`src/rtl/fp_div_pkg.sv`:
```
// fp_div_pkg: shared constants, issue-pipe record and zero test for the divider arbiter
package fp_div_pkg;
  localparam logic [31:0] FP_QNAN    = 32'h7FC00000;
  localparam logic [30:0] FP_INF_MAG = 31'h7F800000;
  typedef struct packed {
    logic        valid;
    logic [1:0]  tag;
    logic        dz;
    logic [31:0] dz_val;
  } div_pipe_t;
  function automatic logic is_zero(input logic [31:0] f);
    return f[30:0] == '0;
  endfunction
endpackage

```
`src/rtl/fp_div_rsp_fifo.sv`:
```
// fp_div_rsp_fifo: per-requester response FIFO, registered head, exposes occupancy
//   clk, rst_n      clock, async active-low reset
//   push, din       write strobe and data
//   pop             consume head (ignored when empty)
//   dout, valid     head entry and non-empty flag
//   count           current occupancy
module fp_div_rsp_fifo #(
  parameter int DEPTH = 4,
  parameter int WIDTH = 33,
  localparam int CW = $clog2(DEPTH + 1),
  localparam int PW = DEPTH > 1 ? $clog2(DEPTH) : 1
) (
  input  logic             clk,
  input  logic             rst_n,
  input  logic             push,
  input  logic [WIDTH-1:0] din,
  input  logic             pop,
  output logic [WIDTH-1:0] dout,
  output logic             valid,
  output logic [CW-1:0]    count
);
  logic [WIDTH-1:0] mem [DEPTH];
  logic [PW-1:0] rp, wp;
  logic do_push, do_pop;
  function automatic logic [PW-1:0] nxt(input logic [PW-1:0] p);
    return p == PW'(DEPTH - 1) ? '0 : p + 1'b1;
  endfunction
  assign valid = count != '0;
  assign dout = mem[rp];
  assign do_pop = pop && valid;
  assign do_push = push && (count != CW'(DEPTH) || do_pop);
  always_ff @(posedge clk or negedge rst_n) begin
    if (!rst_n) begin
      for (int k = 0; k < DEPTH; k++) mem[k] <= '0;
      rp <= '0;
      wp <= '0;
      count <= '0;
    end else begin
      if (do_push) mem[wp] <= din;
      if (do_push) wp <= nxt(wp);
      if (do_pop) rp <= nxt(rp);
      count <= count + CW'(do_push) - CW'(do_pop);
    end
  end
endmodule

```
`src/rtl/fp_div_arbiter.sv`:
```
// fp_div_arbiter: round-robin sharing of one fixed-latency fp32 divider with credit-protected response FIFOs
//   clk, rst_n                 clock, async active-low reset
//   req_valid/req_ready        per-requester request handshake, operands in req_a/req_b slices
//   rsp_valid/rsp_ready        per-requester response handshake, quotient in rsp_data, rsp_dz flag
//   div_a/div_b/div_c          external divider operands and result (result DIV_LAT cycles after issue)
module fp_div_arbiter
  import fp_div_pkg::*;
#(
  parameter int NREQ      = 2,
  parameter int DIV_LAT   = 2,
  parameter int RSP_DEPTH = 4
) (
  input  logic                 clk,
  input  logic                 rst_n,
  input  logic [NREQ-1:0]      req_valid,
  output logic [NREQ-1:0]      req_ready,
  input  logic [32*NREQ-1:0]   req_a,
  input  logic [32*NREQ-1:0]   req_b,
  output logic [NREQ-1:0]      rsp_valid,
  input  logic [NREQ-1:0]      rsp_ready,
  output logic [32*NREQ-1:0]   rsp_data,
  output logic [NREQ-1:0]      rsp_dz,
  output logic [31:0]          div_a,
  output logic [31:0]          div_b,
  input  logic [31:0]          div_c
);
  localparam int CW = $clog2(RSP_DEPTH + 1);
  localparam int IW = $clog2(NREQ);
  logic [NREQ-1:0] elig, grant;
  logic [IW-1:0] last, gidx, cand;
  logic hs;
  div_pipe_t pipe [DIV_LAT];
  div_pipe_t wb;
  logic [31:0] wb_data;
  // Scan from the farthest candidate down so the nearest one after last wins.
  always_comb begin
    grant = '0;
    gidx = '0;
    cand = '0;
    for (int k = NREQ; k >= 1; k--) begin
      cand = IW'((int'(last) + k) % NREQ);
      if (elig[cand]) begin
        grant = '0;
        grant[cand] = 1'b1;
        gidx = cand;
      end
    end
    if (!rst_n) grant = '0;
  end
  assign hs = |grant;
  assign req_ready = grant;
  assign div_a = hs ? req_a[32*gidx +: 32] : '0;
  assign div_b = hs ? req_b[32*gidx +: 32] : '0;
  always_ff @(posedge clk or negedge rst_n) begin
    if (!rst_n) begin
      for (int k = 0; k < DIV_LAT; k++) pipe[k] <= '0;
      last <= '0;
    end else begin
      pipe[0] <= '{valid: hs, tag: 2'(gidx), dz: is_zero(div_b),
                   dz_val: is_zero(div_a) ? FP_QNAN : {div_a[31] ^ div_b[31], FP_INF_MAG}};
      for (int k = 1; k < DIV_LAT; k++) pipe[k] <= pipe[k - 1];
      if (hs) last <= gidx;
    end
  end
  // The last stage lines up with the cycle div_c carries that op's quotient.
  assign wb = pipe[DIV_LAT-1];
  assign wb_data = wb.dz ? wb.dz_val : div_c;
  for (genvar i = 0; i < NREQ; i++) begin : g_req
    logic [CW-1:0] inflight, fcnt;
    logic [32:0] dout;
    logic push;
    assign push = wb.valid && wb.tag == 2'(i);
    // Credits count ops in the pipe plus entries waiting in the FIFO; a same-cycle pop is not credited.
    assign elig[i] = req_valid[i] && ({1'b0, inflight} + {1'b0, fcnt}) < (CW+1)'(RSP_DEPTH);
    always_ff @(posedge clk or negedge rst_n) begin
      if (!rst_n) inflight <= '0;
      else inflight <= inflight + CW'(grant[i]) - CW'(push);
    end
    fp_div_rsp_fifo #(.DEPTH(RSP_DEPTH), .WIDTH(33)) u_fifo (
      .clk   (clk),
      .rst_n (rst_n),
      .push  (push),
      .din   ({wb.dz, wb_data}),
      .pop   (rsp_ready[i]),
      .dout  (dout),
      .valid (rsp_valid[i]),
      .count (fcnt)
    );
    assign rsp_data[32*i +: 32] = dout[31:0];
    assign rsp_dz[i] = dout[32];
  end
endmodule
```
`config.mk`:
```
export PLATFORM = sky130hd
export DESIGN_NAME = fp_div_arbiter
export DESIGN_NICKNAME = d
export VERILOG_FILES = /design/src/rtl/fp_div_pkg.sv /design/src/rtl/fp_div_rsp_fifo.sv /design/src/rtl/fp_div_arbiter.sv
export SDC_FILE = /design/constraint.sdc
export NUM_CORES = 1
export LEC_CHECK = 0
export ABC_CLOCK_PERIOD_IN_PS = 3900
export CAP_MARGIN = 20
export CORE_MARGIN = 2
export CORE_UTILIZATION = 51
export DETAILED_ROUTE_END_ITERATION = 10
export GPL_TIMING_DRIVEN = 0
export PLACE_DENSITY = 0.8
export SYNTH_ARGS = -nofsm -noshare
export SYNTH_HDL_FRONTEND = slang
export SYNTH_SLANG_ARGS = --single-unit
```
`constraint.sdc`:
```
create_clock -name clk -period 3.9 [get_ports clk]
set_input_delay 1.17 -clock clk [delete_from_list [all_inputs] [get_ports clk]]
set_output_delay 1.17 -clock clk [all_outputs]
set_load 0.1 [all_outputs]
```
# Yosys cells after proc, flatten, opt, wreduce, memory -nomap -nowiden
# Index checks and enable logic that the tools add are counted.
[op_classes] order_cmp=12 n_reduce_logical=20 n_addsub=16 n_bitwise=5 n_eq_ne=6 n_mux=33 n_shift=2
[ops] operator="bitwise mux 132 bit" n=2
[ops] operator="2-to-1 mux 33 bit" n=6
[ops] operator="binary-select mux 33 bit (select 2 bit)" n=2
[ops] operator="demux 33 bit (select 2 bit)" n=2
[ops] operator="2-to-1 mux 32 bit" n=4
[ops] operator="variable part select 64 x 7 -> 32 bit" n=2
[ops] operator="logical NOT 31 bit" n=2
[ops] operator="2-to-1 mux 2 bit" n=7
[ops] operator="adder 3 x 1 -> 3 bit" n=4
[ops] operator=">= comparator 3 bit, second input constant" n=4
[ops] operator="logical AND 1 bit" n=12
[ops] operator="inverter 2 -> 3 bit" n=4
[ops] operator="subtractor 3 x 1 -> 3 bit" n=4
[ops] operator="adder 2 x 1 -> 2 bit, second input constant" n=4
[ops] operator="adder 3 x 3 -> 4 bit" n=2
[ops] operator="equality test 2 bit, second input constant" n=4
[ops] operator="less-than comparator 4 x 3 -> 1 bit, second input constant" n=2
[ops] operator="2-to-1 mux 1 bit" n=8
[ops] operator="less-than comparator 3 x 1 -> 1 bit, second input constant" n=2
[ops] operator="inequality test 3 bit, second input constant" n=2
[ops] operator="nonzero test 3 bit" n=2
[ops] operator="less-than comparator 1 x 2 -> 1 bit, second input constant" n=2
[ops] operator="adder 1 bit, second input constant" n=2
[ops] operator="demux 1 bit (select 1 bit)" n=2
[ops] operator="other kinds (5)" n=7
[totals] out_inout_bits=134 register_bits=355

# Logic depth before layout (Yosys ltp)
[depth] word_depth=12 mapped_depth=10 ltp_nobuf=10

# Cells and area by module
# A second synthesis with hierarchy kept.
[unflattened] hier_cells=1085 hier_area_um2=14627.8
[by_module_without_submodules] mod="fp_div_rsp_fifo" seq_area_each_um2=3478.3 instances=2 area_per_inst_um2=6159.7 cells_per_inst=358
[by_module_without_submodules] mod="fp_div_arbiter" seq_area_each_um2=475.5 instances=1 area_per_inst_um2=2308.5 cells_per_inst=369

# Least setup slack after synthesis
# Ideal clock, no wire load.
[synth_timing] path_type="input to output" startpoint="input port req_valid[0]" endpoint="output port div_a[0]" stages=7 setup_slack_ps=-1030 n_path_buf=2 t_arrival_ps=3760 cell_sequence="or4b_4 -> a31oi_4 -> a21o_4 -> buf_6 -> buf_6 -> nand2_1 -> a21oi_1"
[synth_via] elab_chain_len=8
[synth_lines] item="start: declaration" line="fp_div_arbiter.sv:15" source="input logic [NREQ-1:0] req_valid,"
[synth_lines] item="logical AND 1 bit *" line="fp_div_arbiter.sv:74" source="assign elig[i] = req_valid[i] && ({1'b0, inflight} + {1'b0, fcnt}) < (CW+1)'(RSP_DEPTH);"
[synth_lines] item="branches (longest 6 deep; another with variable part select 64 x 7 -> 32 bit)"
[synth_lines] item="2-to-1 mux 32 bit *" line="fp_div_arbiter.sv:52" source="assign div_a = hs ? req_a[32*gidx +: 32] : '0;"
[synth_lines] item="end: declaration" line="fp_div_arbiter.sv:23" source="output logic [31:0] div_a,"
# Every way passes the cells marked *. The select of a mux whose other input is x is not followed.

# Worst setup path after layout
[layout_timing] startpoint="register g_req[0].u_fifo.count[2]" endpoint="output port div_a[2]"
[layout_via] elab_chain_len=10
[layout_lines] item="start: declaration" line="fp_div_rsp_fifo.sv:20" source="output logic [CW-1:0] count"
[layout_lines] item="start signal: assignment" line="fp_div_rsp_fifo.sv:42" source="count <= count + CW'(do_push) - CW'(do_pop);"
[layout_lines] item="adder 3 x 3 -> 4 bit *" line="fp_div_arbiter.sv:74"
[layout_lines] item="less-than comparator 4 x 3 -> 1 bit *" line="fp_div_arbiter.sv:74"
[layout_lines] item="logical AND 1 bit *" line="fp_div_arbiter.sv:74"
[layout_lines] item="branches (longest 6 deep; another with variable part select 64 x 7 -> 32 bit)"
[layout_lines] item="2-to-1 mux 32 bit *" line="fp_div_arbiter.sv:52"
# Marked as above.

==> results.cfg <==
[synth]
synth_top_family_by_area = simple AND/OR/NAND/NOR gates
synth_compound_gate_area_share = 0.125
ys.warnings.count = 0
syn_inst = 1368
ys_ff_latch = 297
muxShareOfSynthArea = 0.122
synth-seq-area-share = 0.534
syn_nets = 1560
ys_types = 38
synth_xor_area_frac = 0.00630
yosys.area_share.simple = 0.144
synth_area_per_cell_um2 = 10.2
syn_area_um2 = 13900
synth_fa_ha_area_frac = 0.0255

[timing]
fin_ws_ns = -0.374
period_share = 1.10
fmaxAchievable_mhz = 234
rsz0062_at_grt = yes
worst_pin_slew_ns = 1.05
fin_crit_ns = 4.27
hold_viol = 0
setup_violations = 66
slew_viol_final = 0
relSlewSlack = 0.298
finalClockSkew_ns = 0.0237

[detailed_routing]
avgViaCountPerCell = 6.08
drc = 0
drt-initial-drc-count = 1410
vias = 12800
drt_wl_total_um = 50700
dr.pass1.iters = 5
antenna_left = 0
wire_per_inst_um = 24.0

[layout]
drive_gt1_frac = 0.314
nFillCells = 1536
final_area_um2 = 21400
fin_nets = 1937
syn_to_final_growth_pct = 54.0

[clock_tree]
cts_buffer_depth = 3
post_cts_hold_buffer_count = 0
cts_buffers = 30
clkTransAtPathRegs_ns = 0.06
htreeDepth = 1
root_buffer = clkbuf_16
clk_latency_ns = 0.56
cts.sink_count = 297
cts_tree = yes

[global_routing]
grt_usage = 0.349
grt_max_degree = 116
busiest_layer = met2
grtUsageMet2 = 0.613
use_met1 = 0.398
antenna_found_initial = 2
overflow = 0
grt_pass1_vias = 13700
use_met3 = 0.0774
grt_pass1_wl_um = 76400

[placement]
placed_cell_area_um2 = 18200
gp_routability_congestion = 0.896
preCtsSetupSlack_ns = -1.90
portBuffers = 299
place_hpwl_um = 31200

[floorplanning]
coreArea_um2 = 26900
io-pin-count = 300
die_height_um = 169
die_w_um = 169
die_area_um2 = 28600
num_rows = 60
start_util = 0.518

[critical_path]
cp_slowest_cell = or4b_4
crit_top_cell = buf_12
critPathMaxFanout = 7
worst_ep_arrival_time_ns = 3.10
critPathMaxStageDelay_ns = 0.50
end_kind = primary output
worstPathCellList = ha_1, or4b_4, a31oi_4, buf_6, o21ai_4, buf_12, clkbuf_16, a21oi_4, buf_12
critPathLaunchType = flop
worst-endpoint-required_ns = 2.73
crit_family = buffers and inverters
path_buf_inv = 4
path_class = reg -> out

[min_path]
hp-class = reg -> reg

[flow_run]
maxCapViolCount = 0

[pwr]
internal_power_mw = 9.65
power.density_nw_per_um2 = 874
power_mw = 18.7
comb_power_share = 0.601
p_leak_nw = 9.13
p_clk_frac = 0.159
irDropWorstVdd_mv = 0.587
power.switching_mw = 9.08
switching_share = 0.485
power_frac_seq = 0.240

[run_status]
run_status = complete, but fails checks
violations = setup timing
==> final timing paths <==
kind / startpoint / to / slack [ns] / cells past startpoint
min in group asynchronous: rst_n / g_req[1].u_fifo.mem[76] / 0.63 / 1
worst max-delay path: g_req[0].u_fifo.count[2] / div_a[2] / -0.37 / 9
max in group asynchronous: rst_n / g_req[1].u_fifo.mem[92] / 1.90 / 3
worst max register to register: g_req[0].u_fifo.count[2] / g_req[1].inflight[2] / 0.70 / 13
worst min register to register: pipe[66] / pipe[30] / 0.36 / 0
worst min-delay path: pipe[66] / pipe[30] / 0.36 / 0
==> flip-flops by register name (all words and copies together), names as in the netlist <==
register            count
g_req.u_fifo.rp         4
g_req.inflight          6
pipe                   12
g_req.u_fifo.mem      264
g_req.u_fifo.count      6
last                    1
g_req.u_fifo.wp         4
==> power groups by stage <==
stage	clock, mW	combinational (mW)	sequential (mW)
after global routing	3.13	11.7	4.58
after CTS	2.99	10.9	4.49
after global placement	0	8.91	4.47
after detailed placement	0	9.08	4.53
after floorplan	0	6.98	4.36
final	2.97	11.3	4.50
==> metal layers <==
metal / up-vias / share of wire
met3: 199 / 0.083
met1: 6415 / 0.34
met5: - / 0
li1: 5472 / -
met4: 0 / 0.060
met2: 752 / 0.52
==> layout make-up <==
type	count	area, µm²	share of cell area
diodes	2	5.00	0.000234
plain buffers	99	727	0.0339
clock buffers	43	921	0.0430
clock inverters	13	119	0.00555
inverters	26	105	0.00491
multi-input cells	943	7310	0.341
flip-flops and latches	297	7430	0.347
well taps	341	427	0.0199
repair buffers	348	4380	0.204
==> cells in the mapped netlist (all sizes together) <==
cell type / number / area [µm²]
buf: 55 / 315
a2111oi: 1 / 8.76
nor4: 28 / 175
nand3: 1 / 5.00
o21ai: 261 / 1310
o41a: 2 / 22.5
nor2: 6 / 22.5
nand2: 403 / 1510
conb: 1 / 3.75
a31oi: 1 / 21.3
a21o: 4 / 37.5
nand2b: 22 / 138
nor3: 6 / 30.0
xor2: 1 / 8.76
clkbuf: 47 / 176
dfrtp: 297 / 7430
ha: 22 / 275
mux4: 66 / 1490
nor2b: 1 / 6.26
xnor2: 9 / 78.8
and3: 1 / 6.26
mux2: 10 / 113
or4b: 1 / 13.8
nand4: 8 / 50.1
fa: 4 / 80.1
or3: 3 / 18.8
mux2i: 10 / 100
and2: 3 / 18.8
inv: 26 / 97.6
nor4b: 1 / 8.76
a21oi: 66 / 330
o311ai: 1 / 8.76
==> stage by stage <==
stage                util  cells  hold slack (ns)  TNS [ns]
floorplan               -   1368            0.331     -7.95
global placement    0.675   2008            0.332  -4046.11
detailed placement  0.677   2010            0.338   -116.50
CTS                 0.790   2104            0.352    -20.07
global route        0.797   2112            0.365    -24.36
finish              0.797   2112            0.358    -20.10
==> kinds of logic (layout without fill, tap and decap cells) <==
group / Yosys count / count (layout)
and+or+nand+nor: 484 / 484
AOI/OAI and AO/OA: 336 / 336
DFF: 297 / 297
buffers and inverters: 128 / 529
muxes: 86 / 86
adders and majority gates: 26 / 26
xor gates and xnor gates: 10 / 10
other: 1 / 3
==> worst reg2reg max path: cells and delay by family, from the launching register on <==
family | cells | cell delay [ns]
adder cells (fa/ha/maj) | 3 | 0.89
buffers and inverters | 5 | 0.56
AO/OA/AOI/OAI | 2 | 0.46
flip-flops | 1 | 0.39
AND/OR/NAND/NOR | 2 | 0.67
XOR/XNOR | 1 | 0.14
==> layout by cell type, fill, tap and decap left out, types with 25 or more instances in the layout <==
| cell | instances |
|---|---|
| nand2_2 | 32 |
| clkbuf_16 | 41 |
| clkdlybuf4s15_2 | 56 |
| buf_12 | 78 |
| nand2_1 | 296 |
| mux4_2 | 66 |
| a21oi_4 | 64 |
| nor4_1 | 28 |
| nand2_4 | 73 |
| clkbuf_1 | 32 |
| clkdlybuf4s50_1 | 164 |
| inv_1 | 25 |
| buf_2 | 38 |
| o21ai_0 | 260 |
| dfrtp_1 | 295 |
==> repair_timing <==
item	in CTS	in global routing
setup endpoints to repair	132	94
buffers inserted	27	12
gates cloned	12	2
resized for setup	999	70
pin swaps	91	34
(Power assumes the default switching activity.)
